==> config.mk <==
export PLATFORM = sky130hd
export DESIGN_NAME = obi_dma_master
export DESIGN_NICKNAME = d
export VERILOG_FILES = /design/src/rtl/obi_dma_master_pkg.sv /design/src/rtl/obi_dma_master.sv
export SDC_FILE = /design/constraint.sdc
export NUM_CORES = 1
export LEC_CHECK = 0
export ABC_AREA = 1
export CAP_MARGIN = 40
export CORE_MARGIN = 2
export CORE_UTILIZATION = 23
export CTS_CLUSTER_SIZE = 25
export DETAILED_ROUTE_END_ITERATION = 10
export PLACE_DENSITY = 0.49
export SKIP_CTS_REPAIR_TIMING = 1
export SYNTH_ARGS = -nofsm -noshare
export SYNTH_HDL_FRONTEND = slang
export SYNTH_SLANG_ARGS = --single-unit
==> constraint.sdc <==
create_clock -name clk_i -period 4.35 [get_ports clk_i]
set_clock_uncertainty 0.1 [all_clocks]
set_input_delay 0.435 -clock clk_i [delete_from_list [all_inputs] [get_ports clk_i]]
set_output_delay 0.435 -clock clk_i [all_outputs]
set_load 0.01 [all_outputs]
==> src/rtl/obi_dma_master_pkg.sv <==
// rtl/obi_dma_master_pkg.sv - shared bus types and constants for the OBI word-copy DMA
package obi_dma_master_pkg;

   typedef enum logic [2:0] {
      IDLE,
      RD_REQ,
      RD_WAIT,
      WR_REQ,
      WR_WAIT,
      FIN
   } state_e;

   localparam int         BUS_ADDR_W = 17;
   localparam int         WORD_INC   = 4;
   localparam logic [3:0] BE_FULL    = 4'hF;

endpackage

==> src/rtl/obi_dma_master.sv <==
// rtl/obi_dma_master.sv - OBI initiator that copies words as read-then-write pairs
module obi_dma_master
   import obi_dma_master_pkg::*;
#(
   parameter int ADDR_W = BUS_ADDR_W,
   parameter int LEN_W  = 13
) (
   input  logic              clk_i,
   input  logic              rst_ni,
   input  logic              start_i,
   input  logic              abort_i,
   input  logic [ADDR_W-1:0] src_addr_i,
   input  logic [ADDR_W-1:0] dst_addr_i,
   input  logic [LEN_W-1:0]  len_i,
   output logic              busy_o,
   output logic              done_o,
   output logic              aborted_o,
   output logic [LEN_W-1:0]  remaining_o,
   output logic              data_req_o,
   output logic              data_we_o,
   output logic [3:0]        data_be_o,
   output logic [ADDR_W-1:0] data_addr_o,
   output logic [31:0]       data_wdata_o,
   input  logic              data_gnt_i,
   input  logic              data_rvalid_i,
   input  logic [31:0]       data_rdata_i
);

   localparam logic [ADDR_W-1:0] ALIGN_MASK = ~ADDR_W'(3);
   localparam logic [ADDR_W-1:0] ADDR_INC   = ADDR_W'(WORD_INC);

   state_e              state_q, state_n;
   logic [ADDR_W-1:0]   src_q, dst_q;
   logic [LEN_W-1:0]    rem_q;
   logic [31:0]         data_q;
   logic                abort_q;
   logic                req, we;
   logic [ADDR_W-1:0]   addr;

   always_ff @(posedge clk_i or negedge rst_ni) begin
      if (!rst_ni) begin
         state_q <= IDLE;
         src_q   <= '0;
         dst_q   <= '0;
         rem_q   <= '0;
         data_q  <= '0;
         abort_q <= 1'b0;
      end else begin
         state_q <= state_n;
         case (state_q)
            IDLE: begin
               if (start_i) begin
                  src_q <= src_addr_i & ALIGN_MASK;
                  dst_q <= dst_addr_i & ALIGN_MASK;
                  rem_q <= len_i;
               end
            end
            RD_WAIT: begin
               if (data_rvalid_i) data_q <= data_rdata_i;
            end
            WR_WAIT: begin
               if (data_rvalid_i) begin
                  src_q <= src_q + ADDR_INC;
                  dst_q <= dst_q + ADDR_INC;
                  rem_q <= rem_q - LEN_W'(1);
               end
            end
            default: ;
         endcase
         // Abort is sticky for the whole transfer and only dropped as FIN hands back to IDLE.
         if (state_q == FIN)
            abort_q <= 1'b0;
         else if (state_q != IDLE && abort_i)
            abort_q <= 1'b1;
      end
   end

   always_comb begin
      state_n = state_q;
      req     = 1'b0;
      we      = 1'b0;
      addr    = '0;
      case (state_q)
         IDLE: begin
            if (start_i) state_n = (len_i == '0) ? FIN : RD_REQ;
         end
         RD_REQ: begin
            req  = 1'b1;
            addr = src_q;
            if (data_gnt_i) state_n = RD_WAIT;
         end
         RD_WAIT: begin
            if (data_rvalid_i) state_n = WR_REQ;
         end
         WR_REQ: begin
            req  = 1'b1;
            we   = 1'b1;
            addr = dst_q;
            if (data_gnt_i) state_n = WR_WAIT;
         end
         WR_WAIT: begin
            if (data_rvalid_i)
               state_n = (rem_q == LEN_W'(1) || abort_q || abort_i) ? FIN : RD_REQ;
         end
         FIN: begin
            state_n = IDLE;
         end
         default: state_n = IDLE;
      endcase
   end

   assign busy_o       = (state_q != IDLE);
   assign done_o       = (state_q == FIN);
   assign aborted_o    = (state_q == FIN) && abort_q;
   assign remaining_o  = rem_q;
   assign data_req_o   = req;
   assign data_we_o    = we;
   assign data_be_o    = BE_FULL;
   assign data_addr_o  = addr;
   assign data_wdata_o = data_q;

endmodule

# == Yosys cells after proc, flatten, opt, wreduce, memory -nomap -nowiden ==
# Cells that the tools add are included.
# totals
regBits,83
latch_bits,0
ram_bits,0
mem_bits_ro,0
in_bits,85
word_cells,55
n_memories,0
# op_classes
add_sub_neg,3
mul,0
div,0
n_lt_le_gt_ge,0
n_eq_ne,11
n_shift,0
n_mux,22
bitwise_logic,0
reduce_logical,13
# ops
cell,n
17-bit one-hot mux with 2 select lines,3
17-bit 2-to-1 mux,4
"17-bit by 3-bit adder with 17-bit output, second input constant",2
13-bit 2-to-1 mux,2
13-bit one-hot mux with 2 select lines,1
3-bit 2-to-1 mux,7
3-bit one-hot mux with 5 select lines,1
"13-bit by 1-bit == test with 1-bit output, second input constant",1
13-bit logical NOT,1
"13-bit by 1-bit subtractor with 13-bit output, second input constant",1
"2-bit inequality test, second input constant",5
"3-bit by 2-bit == test with 1-bit output, second input constant",2
"3-bit == test, second input constant",2
5-bit AND reduction,1
1-bit 2-to-1 mux,4
2-bit nonzero test,2
"3-bit by 1-bit == test with 1-bit output, second input constant",1
3-bit logical NOT,1
3-bit AND reduction,1
3-bit nonzero test,1
1-bit logical AND,2
1-bit logical OR,2
2-bit AND reduction,1
2-bit OR reduction,1

# == Logic depth before layout (Yosys ltp) ==
# Gate-level depths: netlist of run 1.
# logic_depth
depth_word,6
depth_mapped,11

# == Worst setup path after synthesis of run 1 ==
# No wires, ideal clock.
# synth_timing
path_type,reg2out
from,reg state_q[0]
to,out data_addr_o[10]
arrival_time_ns,1.311
slack_ns,2.504
path_stages_with_launch,6
n_path_buf,1
cell_sequence,dfrtp_1 -> inv_2 -> nor3_2 -> inv_1 -> buf_2 -> o22ai_1
# synth_between
elab_chain_len,2
word_cells_on_any_way,3
cone_classes,2 x eq/ne; 1 x mux
# synth_lines
item,line,rtl
from (decl),obi_dma_master.sv:32,"state_e state_q, state_n;"
from (signal assigned),obi_dma_master.sv:49,state_q <= state_n;
3-bit by 2-bit == test with 1-bit output / 3-bit by 1-bit == test with 1-bit output (equally long branches),obi_dma_master.sv:83,case (state_q)
17-bit one-hot mux with 2 select lines *,obi_dma_master.sv:83,
to (decl),obi_dma_master.sv:22,"output logic [ADDR_W-1:0] data_addr_o,"
# Every way passes the cells marked *; elsewhere a longest branch is shown, timed or not.

# == Final worst setup path of run 1 ==
# layout_timing
from,reg state_q[0]
to,out data_addr_o[15]
# Same word-level chain as after synthesis.

==> results of run 1 <==
[cells in the final DEF (no fill, tap or decap), types with 3 or more instances in the layout]
cell / count
xor2_1: 6
inv_1: 50
a21oi_1: 8
buf_4: 5
nand2_1: 156
clkdlybuf4s50_1: 144
inv_2: 4
o21ai_1: 15
clkbuf_16: 9
a31oi_1: 4
nor3_1: 4
nand2_2: 4
dfrtp_1: 79
ha_1: 4
nor2_1: 98
nand3_1: 46
o21ai_0: 35
o22ai_1: 12
conb_1: 6
mux2_2: 31
clkinv_2: 3
nand4_1: 8
[final cells by class]
class	count	area share (%)
Multi-Input combinational cell	455	34.4
Sequential cell	79	29.7
Timing Repair Buffer	152	23.1
Tap cell	265	4.98
Clock buffer	11	3.80
Inverter	55	3.12
Clock inverter	5	0.846
Antenna cell	1	0.0376
[final timing paths]
kind	from	endpoint	slack [ps]
setup / recovery	state_q[0]	data_addr_o[15]	1170
hold / removal	data_wdata_o[10]	data_wdata_o[10]	400
setup reg to reg	state_q[0]	src_q[11]	2180
hold reg to reg	data_wdata_o[10]	data_wdata_o[10]	400
max in group asynchronous	rst_ni	data_wdata_o[10]	2860
min in group asynchronous	rst_ni	src_q[14]	420
[critical path: stages, from the launching register on]
cell	delay (ps)
dfrtp_1	420
inv_2	90
nor3_2	520
inv_1	390
o22ai_1	290
clkdlybuf4s50_1	600
[flip-flops by register name, indices dropped and copies added, names as in the netlist]
signal / flops
abort_q: 1
src_q: 15
dst_q: 15
remaining_o: 13
state_q: 3
data_wdata_o: 32
[power by group through the flow]
stage	Sequential [mW]	Combinational [mW]	Clock [mW]
after CTS	1.43	2.35	0.836
final	1.43	2.31	0.796
after floorplan	1.47	1.24	0
after global placement	1.44	2.33	0
after global routing	1.49	2.57	0.863
after detailed placement	1.44	2.34	0
[routing by layer]
metal / global-route usage (%) / vias to the layer above
met4: 3.14 / 0
met1: 17.9 / 2069
met3: 4.33 / 9
li1: - / 2267
met5: 0 / -
met2: 23.8 / 108
[cell families (layout without fill, tap and decap cells)]
logic type | count (synthesis) | after routing | share of synthesized area, %
adders and majority gates | 4 | 4 | 1.08
other | 2 | 7 | 0.162
DFF | 79 | 79 | 42.7
AOI/OAI and AO/OA | 81 | 81 | 9.58
buffers and inverters | 83 | 223 | 8.23
xor gates and xnor gates | 6 | 6 | 1.13
and+or+nand+nor | 326 | 326 | 29.3
muxes | 32 | 32 | 7.86
==> out/metrics.yaml, run 1 <==
status: "complete, no violations"
fp.dieW_um: 146
fp.coreArea_um2: 19600
synth_area_um2: 4630
grt_max_degree: 42
power_mw: 4.54
h-tree-depth: 3
rows: 51
startpoint_type: "flip-flop"
min_period_over_period_pct: 73.0
ir_drop_mv: 0.217
nNetsFinal: 841
comb_power_share_pct: 51.0
timing.final.ws_setup_ps: 1170
leakage_nw: 2.86
drc: 0
routed_wl_um: 14700
synth-edff-count: 0
power_frac_clock_pct: 17.5
tightest_slew_ps: 851
port-buffer-count: 145
syn_inst: 613
switchingPower_mw: 1.86
vias_per_cell: 4.35
place_inst: 1005
cp_data_arrival_time_ps: 2640
drt_iter0_markers: 264
cts_sinks: 79
synth-seq-cells: 79
wl_met2_um: 7070
rsz0062_at_grt: "false"
fmax_mhz: 315
cts_buffers: 9
utilization_pct: 34.0
register_area_um2: 1980
highest_layer: "met4"
grt_pass1_wl_um: 23800
root_buffer: "clkbuf_16"
preCtsSetupSlack_ps: 1590
wl_met3_um: 809
crit_fanout: 12
layout.cells.non_filler: 1023
setup_viol: 0
area_growth_pct: 43.6
max_cap_violations: 0
yosysSeqAreaShare_pct: 42.7
insertion_delay_ps: 340
synth_commonest_cells: "nand2_1, nor2_1, dfrtp_1"
initial_utilization_pct: 23.7
synth_area_leaders: "dfrtp_1, nand2_1, nor2_1"
fin_tns_setup_ps: 0
netlist.area_leader.share_pct: 42.7
relSlewSlack_pct: 43.1
worst_ep_required_time_ps: 3820
yosysMostFrequentCell: "nand2_1"
power.density_nw_per_um2: 682
finalWeightedCongestion: 0.771
antenna_found_initial: 1
cts_tree: "built"
first_global_vias: 4405
avgSynthCellArea_um2: 7.56
grt_overflow_total: 0
path_clk_slew_ps: 60
vias: 4453
rr_worst_depth: 9
die_h_um: 146
wl_per_cell_um: 14.4
pin_count: 156
dp_hpwl_um: 10600
whs_ps: 404
dpl_cell_area_um2: 6330
synth_largest_area_cell: "dfrtp_1"
ant_nets: 0
synth_warnings: 0
yosysUniqueCellTypes: 38
period_needed_ps: 3180
hold_viol: 0
min_path_cells: 1
die-area_um2: 21300
ys_async_sr_fraction_pct: 100
seq_power_share_pct: 31.5
drt-pass1-iter-count: 4
dominantRegCellSynth: "dfrtp_1"
clock_path_buffers: 2
setup.worst_path.end_class: "output pin"
slew_violations: 0
drive_gt1_share_pct: 9.38
intPower_mw: 2.68
wl_met1_um: 6640
final_area_um2: 6660
multi_input_area_um2: 2290
worstHoldPathType: "flip-flop to flip-flop"
path_class: "flip-flop to output pin"
switching_share_pct: 41.0
nFillCells: 2102
grt_use_total_pct: 14.2
No activity file was read; power rests on OpenSTA's default activity.
==> run 2: changes to the inputs <==
Clock period 4.35 ns to 3.06 ns, I/O delays scaled along.
==> out/metrics.yaml, run 2 (synthesis gave the netlist of run 1 again) <==
drive_gt1_share_pct: 9.72  # was 9.38%
dp_hpwl_um: 10600  # about the same
grt_pass1_wl_um: 24200  # was 23,800 um
routed_wl_um: 14800  # was 14,700 um
setup.worst_path.end_class: "output pin"  # unchanged
rsz0062_at_grt: "false"  # unchanged
port-buffer-count: 145  # unchanged
crit_fanout: 12  # unchanged
rows: 51  # unchanged
period_needed_ps: 2630
die-area_um2: 21300  # unchanged
worst_ep_required_time_ps: 2650  # was 3820 ps
pin_count: 156  # unchanged
ir_drop_mv: 0.380  # was 0.217 mV
insertion_delay_ps: 350  # was 340 ps
fp.coreArea_um2: 19600  # unchanged
clock_path_buffers: 2  # unchanged
place_inst: 1009  # was 1,005
worstHoldPathType: "flip-flop to flip-flop"  # unchanged
grt_use_total_pct: 14.4  # was 14.2%
relSlewSlack_pct: 59.9  # was 43.1%
finalWeightedCongestion: 0.835  # was 0.771
vias_per_cell: 4.43  # was 4.35
slew_violations: 0  # unchanged
path_class: "flip-flop to output pin"  # unchanged
hold_viol: 0  # unchanged
first_global_vias: 4506  # was 4,405
utilization_pct: 34.3  # was 34.0%
nNetsFinal: 845  # was 841
cts_sinks: 79  # unchanged
startpoint_type: "flip-flop"  # unchanged
final_cell_mix: "nand2_1, clkdlybuf4s50_1, nor2_1"  # unchanged
antenna_found_initial: 1  # unchanged
tightest_slew_ps: 601  # was 851 ps
setup_viol: 0  # unchanged
fin_tns_setup_ps: 0  # unchanged
h-tree-depth: 3  # unchanged
max_cap_violations: 0  # unchanged
layout.cells.non_filler: 1027  # was 1,023
drt_iter0_markers: 230  # was 264
grt_overflow_total: 0  # unchanged
wl_per_cell_um: 14.4  # about the same
rrSetupSlack_ps: 990  # was 2180 ps
cts_tree: "built"  # unchanged
vias: 4548  # was 4,453
largest_register_ffs: 32  # unchanged
fmax_mhz: 380
status: "complete, no violations"  # unchanged
drc: 0  # unchanged
cp_data_arrival_time_ps: 2230  # was 2640 ps
path_clk_slew_ps: 60  # about the same
final_common_cell: "nand2_1"  # unchanged
drt-pass1-iter-count: 5  # was 4
nFillCells: 2136  # was 2,102
power.density_nw_per_um2: 986  # was 682 nW/um2
ant_nets: 0  # unchanged
initial_utilization_pct: 23.7  # unchanged
grt_max_degree: 42  # unchanged
cts_buffers: 9  # unchanged
die_h_um: 146  # unchanged
min_period_over_period_pct: 86.0
fp.dieW_um: 146  # unchanged
area_growth_pct: 45.2  # was 43.6%
root_buffer: "clkbuf_16"  # unchanged
leakage_nw: 2.89  # was 2.86 nW
[run 2: layout make-up]
| cell class | instances | area [um2] | area share [%] |
|---|---|---|---|
| well taps | 265 | 332 | 4.93 |
| clock inverters | 5 | 105 | 1.56 |
| flip-flops and latches | 79 | 1980 | 29.4 |
| multi-input cells | 455 | 2290 | 34.0 |
| clock buffers | 11 | 243 | 3.61 |
| repair buffers | 156 | 1570 | 23.4 |
| diodes | 1 | 2.50 | 0.0372 |
| inverters | 55 | 208 | 3.09 |
[run 2: metal layers]
layer	routed length [um]	track usage, %	vias to the layer above	part of all wire (%)
met5	0	0	-	0
met4	230	4.22	0	1.6
met3	890	4.08	16	6.0
met2	7070	23.9	119	48
met1	6600	18.1	2141	45
li1	-	-	2272	-
[run 2: final timing paths]
kind | start | end | cells after the start
worst max-delay path | state_q[0] | data_addr_o[5] | 6
worst min-delay path | data_wdata_o[27] | data_wdata_o[27] | 1
worst max register to register | state_q[0] | remaining_o[10] | 9
worst min register to register | data_wdata_o[27] | data_wdata_o[27] | 1
max in group asynchronous | rst_ni | data_wdata_o[27] | 3
min in group asynchronous | rst_ni | src_q[9] | 2
[run 2: critical path, cell delays in order (launching register included)]
cell	delay, ps
dfrtp_1	420
inv_2	90
nor3_2	150
buf_4	180
inv_1	210
o22ai_1	240
clkdlybuf4s50_1	580
[run 2: metrics by stage]
stage / setup slack, ps / hold slack [ps] / total power [mW] / instance area, um2
5_1_grt: 240 / 426 / 7.20 / 6730
6_report: 429 / 403 / 6.63 / 6730
4_1_cts: 378 / -128 / 6.75 / 6720
2_1_floorplan: 1340 / -89.6 / 3.85 / 4650
3_3_place_gp: 765 / 245 / 5.38 / 6350
3_5_place_dp: 769 / 246 / 5.41 / 6370
[run 2: power breakdown]
part           total [mW]  switching (mW)  leakage, nW  internal (mW)
sequential           2.03           0.455        0.947           1.57
combinational        3.33            1.74         1.78           1.59
clock                1.27           0.453        0.162          0.820
total                6.63            2.65         2.89           3.98
==> run 3: changes to the inputs <==
--- a/config.mk
+++ b/config.mk
@@ -14,4 +14,5 @@
 export PLACE_DENSITY = 0.49
 export SKIP_CTS_REPAIR_TIMING = 1
+export SKIP_LAST_GASP = 1
 export SYNTH_ARGS = -nofsm -noshare
 export SYNTH_HDL_FRONTEND = slang
--- a/constraint.sdc
+++ b/constraint.sdc
@@ -3,3 +3,3 @@
 set_input_delay 0.306 -clock clk_i [delete_from_list [all_inputs] [get_ports clk_i]]
 set_output_delay 0.306 -clock clk_i [all_outputs]
-set_load 0.01 [all_outputs]
+set_load 0.005 [all_outputs]
==> out/metrics.yaml, run 3 (synthesis gave the netlist of run 1 again) <==
antenna_found_initial: 1  # unchanged
vias: 4430  # was 4,548
cts_tree: "built"  # unchanged
leakage_nw: 2.85  # was 2.89 nW
power.density_nw_per_um2: 930  # was 986 nW/um2
final_common_cell: "nand2_1"  # unchanged
drt_iter0_markers: 180  # was 230
timing.final.ws_setup_ps: 439  # was 429 ps
insertion_delay_ps: 340  # was 350 ps
drt-pass1-iter-count: 4  # was 5
fin_tns_setup_ps: 0  # unchanged
final_cell_mix: "nand2_1, clkdlybuf4s50_1, nor2_1"  # unchanged
final_area_um2: 6640  # was 6730 um2
tightest_slew_ps: 804  # was 601 ps
grt_use_total_pct: 14.1  # was 14.4%
fp.dieW_um: 146  # unchanged
port-buffer-count: 145  # unchanged
largest_register_ffs: 32  # unchanged
die_h_um: 146  # unchanged
setup_viol: 0  # unchanged
fp.coreArea_um2: 19600  # unchanged
ant_nets: 0  # unchanged
first_global_vias: 4568  # was 4,506
startpoint_type: "flip-flop"  # unchanged
r2r-start: "state_q[2]"  # was state_q[0]
worst_ep_required_time_ps: 2650  # about the same
grt_pass1_wl_um: 24000  # was 24,200 um
crit_fanout: 12  # unchanged
cp_data_arrival_time_ps: 2210  # was 2230 ps
dp_hpwl_um: 10500  # was 10,600 um
cp-startpoint: "state_q[0]"  # unchanged
period_needed_ps: 2620  # was 2630 ps
clock_path_buffers: 2  # unchanged
initial_utilization_pct: 23.7  # unchanged
relSlewSlack_pct: 46.2  # was 59.9%
h-tree-depth: 3  # unchanged
path_clk_slew_ps: 60  # about the same
fmax_mhz: 382  # was 380 MHz
path_class: "flip-flop to output pin"  # unchanged
vias_per_cell: 4.32  # was 4.43
max_cap_violations: 0  # unchanged
finalWeightedCongestion: 0.823  # was 0.835
cts_buffers: 9  # unchanged
drive_gt1_share_pct: 9.47  # was 9.72%
rsz0062_at_grt: "false"  # unchanged
drc: 0  # unchanged
area_growth_pct: 43.2  # was 45.2%
setup.worst_path.end_class: "output pin"  # unchanged
nNetsFinal: 845  # unchanged
hold_viol: 0  # unchanged
pin_count: 156  # unchanged
root_buffer: "clkbuf_16"  # unchanged
wl_per_cell_um: 14.0  # was 14.4 um
dpl_cell_area_um2: 6360  # was 6370 um2
worstHoldPathType: "input pin to async pin"  # was flip-flop to flip-flop
min_period_over_period_pct: 85.6  # was 86.0%
grt_overflow_total: 0  # unchanged
status: "complete, no violations"  # unchanged
rows: 51  # unchanged
ir_drop_mv: 0.346  # was 0.380 mV
slew_violations: 0  # unchanged
die-area_um2: 21300  # unchanged
grt_max_degree: 44  # was 42
preCtsSetupSlack_ps: 819  # was 769 ps
cts_sinks: 79  # unchanged
routed_wl_um: 14400  # was 14,800 um
run 3: report_power, final:
group / switching [mW] / internal, mW / total [mW] / leakage (nW)
clock network: 0.444 / 0.567 / 1.01 / 0.125
registers: 0.452 / 1.57 / 2.03 / 0.947
logic: 1.56 / 1.58 / 3.14 / 1.78
run 3: metal layers:
| layer | vias to the layer above | part of all wire (%) | wire length, um | global-route usage (%) |
|---|---|---|---|---|
| li1 | 2266 | - | - | - |
| met1 | 2044 | 46 | 6630 | 18.4 |
| met2 | 110 | 47 | 6760 | 22.9 |
| met3 | 10 | 5.8 | 831 | 3.98 |
| met4 | 0 | 1.2 | 171 | 4.02 |
| met5 | - | 0 | 0 | 0 |
run 3: worst max-delay path, cell delays in order (launching register included):
cell,delay [ps]
dfrtp_1,410
inv_2,90
nor3_2,160
buf_4,180
inv_1,220
o22ai_1,270
clkdlybuf4s50_1,550
run 3: worst paths after layout:
| path | slack [ps] | cells after the start | to |
|---|---|---|---|
| max | 440 | 6 | data_addr_o[15] |
| min | 390 | 2 | src_q[9] |
| max reg2reg | 1130 | 3 | data_wdata_o[30] |
| min reg2reg | 400 | 1 | data_wdata_o[1] |
| max in group asynchronous | 1820 | 3 | data_wdata_o[24] |
| min in group clk_i | 400 | 1 | data_wdata_o[1] |
run 3: cell type report:
| class | count | area [um2] |
|---|---|---|
| Fill cell | 2134 | 13000 |
| Clock buffer | 12 | 246 |
| Timing Repair Buffer | 156 | 1560 |
| Antenna cell | 1 | 2.50 |
| Multi-Input combinational cell | 455 | 2290 |
| Tap cell | 265 | 332 |
| Sequential cell | 79 | 1980 |
| Clock inverter | 3 | 20.0 |
| Inverter | 55 | 208 |
run 3: metrics by stage:
| stage | total power, mW | hold WS (ps) | util [%] | instances |
|---|---|---|---|---|
| final | 6.17 | 392 | 33.9 | 1026 |
| after global routing | 6.76 | 415 | 33.9 | 1025 |
| after CTS | 6.27 | -139 | 33.8 | 1024 |
| after detailed placement | 5.21 | 235 | 32.4 | 1009 |
| after global placement | 5.21 | 230 | 32.4 | 1009 |
| after floorplan | 3.69 | -89.6 | - | 617 |
